`src/rtl/pipe_hazard_ctrl_pkg.sv`:
```
// ---------------------------------------------------------------------------
// pipe_hazard_ctrl_pkg
//
// Shared types for the 5-stage pipeline hazard controller.
//   t_fwd_sel     : operand forwarding select for the Q102H operand muxes
//   t_pipe_state  : controller state (normal flow or data-memory wait)
//   t_hazard_ctrl : bundle of the stall and flush strobes
//   t_exe_stage   : instruction tracking fields held in the Q102H slot
//   rs_hit        : helper comparing a used source register to a destination
// ---------------------------------------------------------------------------
package pipe_hazard_ctrl_pkg;

  // Forwarding source for one execute operand. Q103H has priority over Q104H.
  typedef enum logic [1:0] {
    FWD_NONE  = 2'b00,
    FWD_Q103H = 2'b01,
    FWD_Q104H = 2'b10
  } t_fwd_sel;

  // RUN is normal flow; MEM_WAIT marks a data-memory access still pending.
  typedef enum logic {
    RUN      = 1'b0,
    MEM_WAIT = 1'b1
  } t_pipe_state;

  // All pipeline sequencing strobes driven by the controller.
  typedef struct packed {
    logic stall_q100;
    logic stall_q101;
    logic stall_q102;
    logic stall_q103;
    logic flush_q101;
    logic flush_q102;
  } t_hazard_ctrl;

  // Everything the controller needs to remember about the instruction in Q102H.
  typedef struct packed {
    logic       valid;
    logic [4:0] rs1;
    logic [4:0] rs2;
    logic       rs1_used;
    logic       rs2_used;
    logic [4:0] rd;
    logic       reg_write_en;
    logic       mem_rd;
    logic       mem_acc;
  } t_exe_stage;

  // A bubble is an all-zero slot: invalid, writes nothing, touches no memory,
  // and reads only x0 so it can never produce a forwarding or hazard match.
  localparam t_exe_stage EXE_BUBBLE = '0;

  // True when a source register is really read, is not x0 and equals rd.
  // x0 is hardwired to zero, so it never needs forwarding or interlocking.
  function automatic logic rs_hit(input logic [4:0] rs,
                                  input logic       used,
                                  input logic [4:0] rd);
    return used && (rs != 5'd0) && (rs == rd);
  endfunction

endpackage

```
`src/rtl/pipe_hazard_ctrl_fwd_match.sv`:
```
// ---------------------------------------------------------------------------
// fwd_match
//
// Forwarding select for one execute-stage source operand. Compares the
// operand against the destinations tracked in Q103H and Q104H and picks
// the youngest producer.
//
// Ports:
//   rs       in  5  source register of the Q102H instruction
//   rs_used  in  1  the instruction really reads rs
//   rd_mem   in  5  destination tracked in Q103H
//   we_mem   in  1  Q103H writes rd_mem (already gated by valid)
//   rd_wb    in  5  destination tracked in Q104H
//   we_wb    in  1  Q104H writes rd_wb (already gated by valid)
//   sel      out 2  forwarding select (t_fwd_sel)
// ---------------------------------------------------------------------------
module fwd_match
  import pipe_hazard_ctrl_pkg::*;
(
  input  logic [4:0] rs,
  input  logic       rs_used,
  input  logic [4:0] rd_mem,
  input  logic       we_mem,
  input  logic [4:0] rd_wb,
  input  logic       we_wb,
  output t_fwd_sel   sel
);

  // The Q103H producer is younger than the Q104H one, so when both write the
  // same register the Q103H value is the architecturally correct one and
  // must win. With no producer match the register file value is used.
  always_comb begin
    sel = FWD_NONE;
    if (we_mem && rs_hit(rs, rs_used, rd_mem)) begin
      sel = FWD_Q103H;
    end else if (we_wb && rs_hit(rs, rs_used, rd_wb)) begin
      sel = FWD_Q104H;
    end
  end

endmodule

```
`src/rtl/pipe_hazard_ctrl.sv`:
```
// ---------------------------------------------------------------------------
// pipe_hazard_ctrl
//
// Hazard and forwarding controller for the 5-stage core
// (Q100H fetch, Q101H decode, Q102H execute, Q103H memory, Q104H write-back).
// It shadows the instruction flow from Q101H onwards, detects load-use
// hazards, taken branches and data-memory wait states, and drives the stall,
// flush and execute forwarding selects that sequence the pipeline registers.
//
// Parameters:
//   MEM_TIMEOUT  consecutive wait cycles before mem_timeout is raised (>=2)
//
// Ports:
//   clk, rst_n                     clock, asynchronous active-low reset
//   inst_valid_Q101H               decode holds a real instruction
//   rs1/rs2_Q101H, rs*_used_Q101H  decode source registers and their use
//   rd_Q101H, reg_write_en_Q101H   decode destination and write enable
//   mem_rd_Q101H, mem_acc_Q101H    decode instruction is a load / load-store
//   branch_taken_Q102H             execute resolved a taken branch or jump
//   dmem_ready                     data memory completes the Q103H access
//   stall_Q100H..stall_Q103H       hold the corresponding stage register
//   flush_Q101H, flush_Q102H       load a bubble into the stage register
//   fwd_sel_rs1/rs2_Q102H          execute operand forwarding selects
//   rd_Q103H/Q104H, reg_write_en_Q103H/Q104H, valid_Q102H..Q104H
//                                  registered tracking of the later stages
//   mem_timeout                    sticky data-memory timeout flag
// ---------------------------------------------------------------------------
module pipe_hazard_ctrl
  import pipe_hazard_ctrl_pkg::*;
#(
  parameter int MEM_TIMEOUT = 64
) (
  input  logic       clk,
  input  logic       rst_n,
  input  logic       inst_valid_Q101H,
  input  logic [4:0] rs1_Q101H,
  input  logic [4:0] rs2_Q101H,
  input  logic       rs1_used_Q101H,
  input  logic       rs2_used_Q101H,
  input  logic [4:0] rd_Q101H,
  input  logic       reg_write_en_Q101H,
  input  logic       mem_rd_Q101H,
  input  logic       mem_acc_Q101H,
  input  logic       branch_taken_Q102H,
  input  logic       dmem_ready,
  output logic       stall_Q100H,
  output logic       stall_Q101H,
  output logic       stall_Q102H,
  output logic       stall_Q103H,
  output logic       flush_Q101H,
  output logic       flush_Q102H,
  output t_fwd_sel   fwd_sel_rs1_Q102H,
  output t_fwd_sel   fwd_sel_rs2_Q102H,
  output logic [4:0] rd_Q103H,
  output logic [4:0] rd_Q104H,
  output logic       reg_write_en_Q103H,
  output logic       reg_write_en_Q104H,
  output logic       valid_Q102H,
  output logic       valid_Q103H,
  output logic       valid_Q104H,
  output logic       mem_timeout
);

  localparam int CNT_W = $clog2(MEM_TIMEOUT + 1);
  localparam logic [CNT_W-1:0] CNT_MAX = CNT_W'(MEM_TIMEOUT);

  t_exe_stage       exe_q;
  t_exe_stage       dec_stage;
  logic             mem_acc_q103;
  t_hazard_ctrl     hz;
  logic             wait_mem;
  logic             branch_flush;
  logic             load_use;
  t_pipe_state      state;
  logic [CNT_W-1:0] wait_cnt;
  logic [CNT_W-1:0] wait_cnt_next;

  // Decode-stage view of the incoming instruction. An empty decode slot is
  // turned into a clean bubble so that stale register addresses or enables
  // never leak into execute and trigger false forwarding or interlocks.
  always_comb begin
    dec_stage = EXE_BUBBLE;
    if (inst_valid_Q101H) begin
      dec_stage.valid        = 1'b1;
      dec_stage.rs1          = rs1_Q101H;
      dec_stage.rs2          = rs2_Q101H;
      dec_stage.rs1_used     = rs1_used_Q101H;
      dec_stage.rs2_used     = rs2_used_Q101H;
      dec_stage.rd           = rd_Q101H;
      dec_stage.reg_write_en = reg_write_en_Q101H;
      dec_stage.mem_rd       = mem_rd_Q101H;
      dec_stage.mem_acc      = mem_acc_Q101H;
    end
  end

  // Hazard conditions, all derived from registered stage state plus the
  // current-cycle inputs. A pending memory access freezes the whole pipe and
  // masks everything else; the datapath keeps the branch result in Q102H so
  // it gets acted on in the release cycle. A taken branch squashes the two
  // younger instructions, which makes any load-use hazard against them moot.
  always_comb begin
    wait_mem     = valid_Q103H && mem_acc_q103 && !dmem_ready;
    branch_flush = exe_q.valid && branch_taken_Q102H;
    load_use     = exe_q.valid && exe_q.mem_rd && (exe_q.rd != 5'd0) &&
                   inst_valid_Q101H &&
                   (rs_hit(rs1_Q101H, rs1_used_Q101H, exe_q.rd) ||
                    rs_hit(rs2_Q101H, rs2_used_Q101H, exe_q.rd));
  end

  // Strobe generation in priority order: memory freeze, branch, load-use.
  // Load-use holds fetch and decode and drops a bubble into execute; once the
  // bubble is in Q102H the hazard is gone, so the response lasts one cycle.
  always_comb begin
    hz = '0;
    if (wait_mem) begin
      hz.stall_q100 = 1'b1;
      hz.stall_q101 = 1'b1;
      hz.stall_q102 = 1'b1;
      hz.stall_q103 = 1'b1;
    end else if (branch_flush) begin
      hz.flush_q101 = 1'b1;
      hz.flush_q102 = 1'b1;
    end else if (load_use) begin
      hz.stall_q100 = 1'b1;
      hz.stall_q101 = 1'b1;
      hz.flush_q102 = 1'b1;
    end
  end

  assign stall_Q100H = hz.stall_q100;
  assign stall_Q101H = hz.stall_q101;
  assign stall_Q102H = hz.stall_q102;
  assign stall_Q103H = hz.stall_q103;
  assign flush_Q101H = hz.flush_q101;
  assign flush_Q102H = hz.flush_q102;
  assign valid_Q102H = exe_q.valid;

  // Q102H tracking slot. It holds while stalled, takes a bubble on a flush,
  // and otherwise captures whatever decode presents this cycle.
  always_ff @(posedge clk or negedge rst_n) begin
    if (!rst_n) begin
      exe_q <= EXE_BUBBLE;
    end else if (!hz.stall_q102) begin
      exe_q <= hz.flush_q102 ? EXE_BUBBLE : dec_stage;
    end
  end

  // Q103H tracking. Only the fields later stages and the wait detector need
  // are kept. The write enable is stored already gated by valid.
  always_ff @(posedge clk or negedge rst_n) begin
    if (!rst_n) begin
      valid_Q103H        <= 1'b0;
      rd_Q103H           <= 5'd0;
      reg_write_en_Q103H <= 1'b0;
      mem_acc_q103       <= 1'b0;
    end else if (!hz.stall_q103) begin
      valid_Q103H        <= exe_q.valid;
      rd_Q103H           <= exe_q.rd;
      reg_write_en_Q103H <= exe_q.valid && exe_q.reg_write_en;
      mem_acc_q103       <= exe_q.valid && exe_q.mem_acc;
    end
  end

  // Q104H tracking. While memory is pending the access stays in Q103H and a
  // bubble drains into write-back, one per wait cycle.
  always_ff @(posedge clk or negedge rst_n) begin
    if (!rst_n) begin
      valid_Q104H        <= 1'b0;
      rd_Q104H           <= 5'd0;
      reg_write_en_Q104H <= 1'b0;
    end else if (wait_mem) begin
      valid_Q104H        <= 1'b0;
      rd_Q104H           <= 5'd0;
      reg_write_en_Q104H <= 1'b0;
    end else begin
      valid_Q104H        <= valid_Q103H;
      rd_Q104H           <= rd_Q103H;
      reg_write_en_Q104H <= valid_Q103H && reg_write_en_Q103H;
    end
  end

  // Controller state: enter MEM_WAIT when an access in Q103H is not
  // completed, leave it on the cycle memory reports ready. The freeze itself
  // follows the wait condition directly, so the state mainly documents the
  // pipe's phase for debug visibility.
  always_ff @(posedge clk or negedge rst_n) begin
    if (!rst_n) begin
      state <= RUN;
    end else begin
      case (state)
        RUN:      if (wait_mem)   state <= MEM_WAIT;
        MEM_WAIT: if (dmem_ready) state <= RUN;
        default:                  state <= RUN;
      endcase
    end
  end

  // Consecutive wait cycles, saturating so it can never wrap back to zero
  // and hide an overlong stall.
  always_comb begin
    wait_cnt_next = '0;
    if (wait_mem) begin
      wait_cnt_next = (wait_cnt == CNT_MAX) ? wait_cnt : wait_cnt + CNT_W'(1);
    end
  end

  // The timeout flag rises together with the counter reaching its limit and
  // then stays set until reset, so software can see that it ever happened.
  always_ff @(posedge clk or negedge rst_n) begin
    if (!rst_n) begin
      wait_cnt    <= '0;
      mem_timeout <= 1'b0;
    end else begin
      wait_cnt    <= wait_cnt_next;
      mem_timeout <= mem_timeout || (wait_cnt_next == CNT_MAX);
    end
  end

  fwd_match u_fwd_rs1 (
    .rs      (exe_q.rs1),
    .rs_used (exe_q.rs1_used),
    .rd_mem  (rd_Q103H),
    .we_mem  (reg_write_en_Q103H),
    .rd_wb   (rd_Q104H),
    .we_wb   (reg_write_en_Q104H),
    .sel     (fwd_sel_rs1_Q102H)
  );

  fwd_match u_fwd_rs2 (
    .rs      (exe_q.rs2),
    .rs_used (exe_q.rs2_used),
    .rd_mem  (rd_Q103H),
    .we_mem  (reg_write_en_Q103H),
    .rd_wb   (rd_Q104H),
    .we_wb   (reg_write_en_Q104H),
    .sel     (fwd_sel_rs2_Q102H)
  );

endmodule

```
`config.mk`:
```
export PLATFORM = sky130hd
export DESIGN_NAME = pipe_hazard_ctrl
export DESIGN_NICKNAME = d
export VERILOG_FILES = /design/src/rtl/pipe_hazard_ctrl_pkg.sv /design/src/rtl/pipe_hazard_ctrl_fwd_match.sv /design/src/rtl/pipe_hazard_ctrl.sv
export SDC_FILE = /design/constraint.sdc
export NUM_CORES = 1
export LEC_CHECK = 0
export ABC_AREA = 1
export BUFFER_PORTS_ARGS = -buffer_cell sky130_fd_sc_hd__clkbuf_2
export CAP_MARGIN = 20
export CORE_MARGIN = 2
export CORE_UTILIZATION = 34
export CTS_CLUSTER_DIAMETER = 150
export DETAILED_ROUTE_END_ITERATION = 10
export SLEW_MARGIN = 20
export SYNTH_ARGS = -nofsm -noshare
export SYNTH_HDL_FRONTEND = slang
export SYNTH_HIERARCHICAL = 1
export SYNTH_SLANG_ARGS = --single-unit
export TNS_END_PERCENT = 30
```
`constraint.sdc`:
```
create_clock -name clk -period 1.3 [get_ports clk]
set_input_delay 0.195 -clock clk [delete_from_list [all_inputs] [get_ports clk]]
set_output_delay 0.195 -clock clk [all_outputs]
set_load 0.01 [all_outputs]
```
# Word-level counts from Yosys, hierarchy flattened
# Index checks and enable logic that the tools add are counted.
[classes]
n_eq_ne = 8
muxes = 19
n_addsub = 1
reduce_logical = 32
[op_table]
columns = ["operator", "count"]
rows = [
  ["$mux 21", 2],
  ["$eq 5x5->1", 6],
  ["$reduce_bool 5->1", 5],
  ["$logic_and 1x1->1", 24],
  ["$mux 2", 9],
  ["$eq 7x7->1 const B", 2],
  ["$mux 7", 2],
  ["$add 7x1->7 const B", 1],
  ["$mux 1", 5],
  ["$mux 5", 1],
  ["$logic_or 1x1->1", 2],
  ["$logic_not 1->1", 1],
]
[word_totals]
regBits = 44

# Longest topological paths before layout
[depth]
word_depth = 9
mapped_depth = 11

# By module
# Netlist, hierarchy kept.
[modules_own_cells]
columns = ["module", "instances", "cells_each", "area_each_um2", "seq_area_each_um2"]
rows = [
  ["pipe_hazard_ctrl", 1, 299, 2288.4, 1101.1],
  ["fwd_match", 2, 54, 237.7, 0.0],
]

# Worst setup path before layout
# No wires, ideal clock.
[synth_timing]
kind = "reg-to-output"
startpoint = "register valid_Q103H"
endpoint = "output port stall_Q101H"
path_stages_with_launch = 8
n_path_buf = 3
arrival_ns = 1.378
setup_slack_ns = -0.273
required_time_ns = 1.105
cell_sequence = "dfrtp_1 > inv_2 > nor3_2 > buf_2 > buf_2 > nor2_1 > a21oi_2 > buf_4"
[synth_via]
elab_chain_cells = 3
[synth_rtl]
columns = ["item", "line", "rtl"]
rows = [
  ["from (decl)", "pipe_hazard_ctrl.sv:59", "output logic valid_Q103H,"],
  ["from (signal assigned)", "pipe_hazard_ctrl.sv:157", "valid_Q103H <= exe_q.valid;"],
  ["$logic_and 1x1->1 (2 in series)", "pipe_hazard_ctrl.sv:102", "wait_mem = valid_Q103H && mem_acc_q103 && !dmem_ready;"],
  ["$mux 2", "pipe_hazard_ctrl.sv:115", "if (wait_mem) begin"],
  ["to (decl)", "pipe_hazard_ctrl.sv:47", "output logic stall_Q101H,"],
]
# No other way between the ends.

# Final worst setup path
[layout_timing]
startpoint = "register exe_q[7] (netlist bit)"
endpoint = "output port stall_Q100H"
[layout_via]
elab_chain_cells = 7
word_cells_on_any_way = 12
[layout_rtl]
columns = ["item", "line", "rtl"]
rows = [
  ["from (decl)", "pipe_hazard_ctrl.sv:67", "t_exe_stage exe_q;"],
  ["from (signal assigned)", "pipe_hazard_ctrl.sv:144", "exe_q <= hz.flush_q102 ? EXE_BUBBLE : dec_stage;"],
  ["$eq 5x5->1 or $reduce_bool 5->1 (tied branches)", "pipe_hazard_ctrl_pkg.sv:58, pipe_hazard_ctrl.sv:104", ""],
  ["$logic_and 1x1->1 (on tied branches)", "pipe_hazard_ctrl_pkg.sv:58, pipe_hazard_ctrl.sv:104", ""],
  ["$logic_or 1x1->1 or $logic_and 1x1->1 (tied branches)", "pipe_hazard_ctrl.sv:106, pipe_hazard_ctrl.sv:104", ""],
  ["$logic_and 1x1->1 (*)", "pipe_hazard_ctrl.sv:105", "inst_valid_Q101H &&"],
  ["$mux 2 (*)", "pipe_hazard_ctrl.sv:123", "end else if (load_use) begin"],
  ["$mux 2 (*)", "pipe_hazard_ctrl.sv:120", "end else if (branch_flush) begin"],
  ["$mux 2 (*)", "pipe_hazard_ctrl.sv:115", ""],
  ["to (decl)", "pipe_hazard_ctrl.sv:46", "output logic stall_Q100H,"],
]
# Every way passes the cells marked *; elsewhere a longest branch is shown, timed or not.

==> results.md <==
- MaxCap Viol Count: 0
- Reg2reg end: exe_q[17]
- Crit path required time: around 1100 ps
- CTS H-tree depth: 2
- Syn nets: approximately 430
- Max IR drop VDD: between 0.0004 and 0.0005 V
- Seq/Total Area, Yosys: approximately two fifths
- Compound-Gate Fraction of Synth Area: under 10%
- Nature of the critical path endpoint: output port
- R2R Path Start: exe_q[7]
- Final setup vio count: 32
- Clk buf depth: 2
- Fraction of the mapped netlist area in simple logic gates: around two fifths
- Synth warnings: 6
- DRT iter0 DRCs: 110
- Largest net degree at the start of global routing: 45
- Fin worst setup slack: -457 ps
- Max-slew headroom: 82.5%
- Layout cells sized above 1: between 30% and 40%
- Crit-path slowest cell: dfrtp_1
- Hold Crit Start: rd_Q101H[4]
- FF-to-FF path depth: 11
- Cell area after layout: around 0.0037 mm^2
- Overall Global Routing Usage: ~17%
- Syn_area_per_cell: between 6 and 7 um^2
- Io pins: ~50
- Post-synth top area share: about two fifths
- Worst Skew: 7.31 ps
- Crit share post-route: 135%
- Initial antenna violation count: 0
- Worst slew pin tran: ~260 ps
- Area Growth Syn to Fin: 34.3%
- Placement Cell Area: around 0.0033 mm^2
- Antenna cells: 0
- Startpoint Class: register
- R2R setup slack: -360 ps
- Top FF cell, synth: dfrtp_1
- Clk sinks: 44
- DIE HEIGHT: approximately 94 um
- Peak Freq: ~570 MHz
- Seq cells post-synth: 44
- Width of the die: 94.2 um
- Router iterations before antenna repair: 4
- Mapped Cells: just over 400
- Critical path's largest stage delay: 410 ps
- GP Congestion: around 0.87
- First-pass GRT wire length: ~12000 um
- Buf/Inv on CP: 2
- Max FO, Critical Path: 5
- Core area: approximately 0.0078 mm^2
- Hold WS: 215 ps
- Mux cell area share after synthesis: 0%
- DR DRC count: 0
- XOR/XNOR Fraction of Synth Area: about 2.9%
- Via/cell ratio: approximately 4.5
- Setup CP Type: reg -> out
- Post-synth top area cell: dfrtp_1
- Post-synth ARST share: 100%
- TritonCTS clock tree: built
- Largest family of logic cells by synthesized area: simple AND/OR/NAND/NOR gates
- Clk_lat worst skew: 290 ps
- Clock-pin slew on the worst setup and hold paths: roughly 80 ps
- Hold depth: 5
- HPWL after DPL: 5430 um
- Status: finished, violations left
- Leak: approximately 2.2 nW
- Crit path arrival time: roughly 1600 ps
- Number of port buffers: 50
- Area share of fa/ha/maj cells after synthesis: less than 1%
- Vias: 2680
- Dominant cells by area after synthesis: dfrtp_1 40%, nand2_1 20%, inv_1 9.9%
- Power per cell area: around 870 mW/mm^2
- Rows: 32
- Initial Util: ~35%
- Cell chain of the critical path: inv_2 > o21ai_0 > nor2_1 > nand3_2 > nand2_2 > nand2_4 > a21oi_4 > buf_2
- Worst Hold End: exe_q[7]
- Total wire length: between 7000 and 8000 um
- Fin crit period: roughly 1800 ps
- Vias in the first global route: roughly 2600
- Final Util: between 40% and 50%
- Root Buffer: clkbuf_8
- Slew Limit Fails: 0
- Post-synth EDFFs: 0
- Routed WL per cell: about 12 um
- Die Area: between 0.008 and 0.009 mm^2
- Grt ovf: 0
- # nets final: between 500 and 600
- Worst Hold Class: in -> reg
- Failing checks: negative setup slack
- Synthesized cell area: 0.00276 mm^2
- Cell variety after synth: 28
- Post-DRT Antenna Nets: 0
- RSZ-0062 raised after global routing: yes
- Final hold violation count: 0
- CP top delay family: simple AND/OR/NAND/NOR gates
- Num CTS Buffers: 5
## stage by stage
stage / power, mW / TNS [ps] / worst slack (ps) / std cells
finish: 3.22 / -9920 / -457 / 598
CTS: 3.22 / -8230 / -470 / 593
detailed placement: 2.15 / -4060 / -207 / 576
global placement: 2.14 / -3560 / -188 / 576
global route: 3.41 / -13270 / -563 / 598
floorplan: 1.88 / -416 / -221 / 407
## how the worst max path moves through the flow
stage          startpoint          end  slack [ps]  depth (start not counted)
3_5_place_dp     exe_q[7]  stall_Q100H        -210                          8
2_1_floorplan    exe_q[6]  stall_Q101H        -220                         11
3_3_place_gp     exe_q[3]     exe_q[9]        -190                         10
6_report         exe_q[7]  stall_Q100H        -460                          8
4_1_cts          exe_q[6]  stall_Q100H        -470                         10
5_1_grt          exe_q[6]  flush_Q102H        -560                         10
## flip-flops by register name, indices dropped and copies added (netlist names)
register,cells
exe_q,20
rd_Q104H,5
wait_cnt,7
mem_timeout,1
valid_Q104H,1
reg_write_en_Q103H,1
reg_write_en_Q104H,1
rd_Q103H,5
mem_acc_q103,1
valid_Q102H,1
valid_Q103H,1
## area by class of cell
class | count | area (um^2)
clock buffer | 6 | 72.6
clock inverter | 2 | 35.0
fill | 824 | 4100
inverter | 85 | 322
multi-input combinational | 263 | 1320
sequential | 44 | 1120
tap | 102 | 128
timing repair buffer | 96 | 723
## cell usage in the layout (no fill, tap or decap), types with 2 or more instances in the layout
| master | n |
|---|---|
| xnor2_1 | 5 |
| buf_4 | 32 |
| buf_6 | 6 |
| buf_12 | 4 |
| nand2_1 | 140 |
| dfrtp_1 | 31 |
| nand4_1 | 27 |
| buf_2 | 7 |
| nand2_2 | 9 |
| nor2_1 | 25 |
| clkbuf_2 | 41 |
| inv_1 | 68 |
| o21ai_1 | 4 |
| clkbuf_8 | 5 |
| nor2_2 | 13 |
| dfrtp_2 | 13 |
| nand2_4 | 3 |
| buf_8 | 4 |
| o21ai_0 | 5 |
| ha_1 | 2 |
| xor2_1 | 4 |
| nor3_1 | 2 |
| nand3_2 | 7 |
| nand3_1 | 9 |
| inv_2 | 16 |
## synthesized netlist by cell type, drive strengths merged (2+ instances only)
| cell type | number |
|---|---|
| nand2 | 152 |
| dfrtp | 44 |
| inv | 85 |
| xor2 | 4 |
| o21ai | 9 |
| a21oi | 2 |
| nand4 | 27 |
| ha | 2 |
| nor3 | 4 |
| xnor2 | 5 |
| buf | 14 |
| nor2 | 38 |
| nand3 | 16 |
## kinds of logic after synthesis
family | after synthesis
fa+ha+maj | 2
flops | 44
compound gates | 14
simple gates | 238
xor+xnor | 9
buf+inv | 100
## metal layers
| layer | GRT usage [%] | up-vias | wire [um] |
|---|---|---|---|
| li1 | - | 1401 | - |
| met1 | 23.6 | 1215 | 3490 |
| met2 | 27.3 | 52 | 3270 |
| met3 | 2.49 | 12 | 234 |
| met4 | 5.68 | 0 | 161 |
| met5 | 0 | - | 0 |
## power breakdown
| group | switching, mW | internal, mW |
|---|---|---|
| sequential | 0.0990 | 1.45 |
| combinational | 0.352 | 0.284 |
| clock | 0.466 | 0.571 |
| total | 0.917 | 2.30 |
## timing repair
| item | in CTS | in global routing |
|---|---|---|
| pin swaps | 8 | 10 |
| resized for setup | 31 | 37 |
| buffers inserted | 8 | 4 |
| endpoints found under the setup margin | 32 | 46 |
| cloned | 0 | 1 |
| hold endpoints to repair | 44 | 0 |
| hold buffers | 1 | 0 |
## worst reg2reg max path, stage by stage (launching register included)
cell and delay, ps:
dfrtp_1 410, inv_2 110, o21ai_0 80, nor2_1 160
nand3_2 100, nand2_2 90, nand2_4 70, buf_4 140
buf_6 130, clkbuf_16 150, nand4_1 60, nand2_1 50
(Power assumes the default switching activity.)
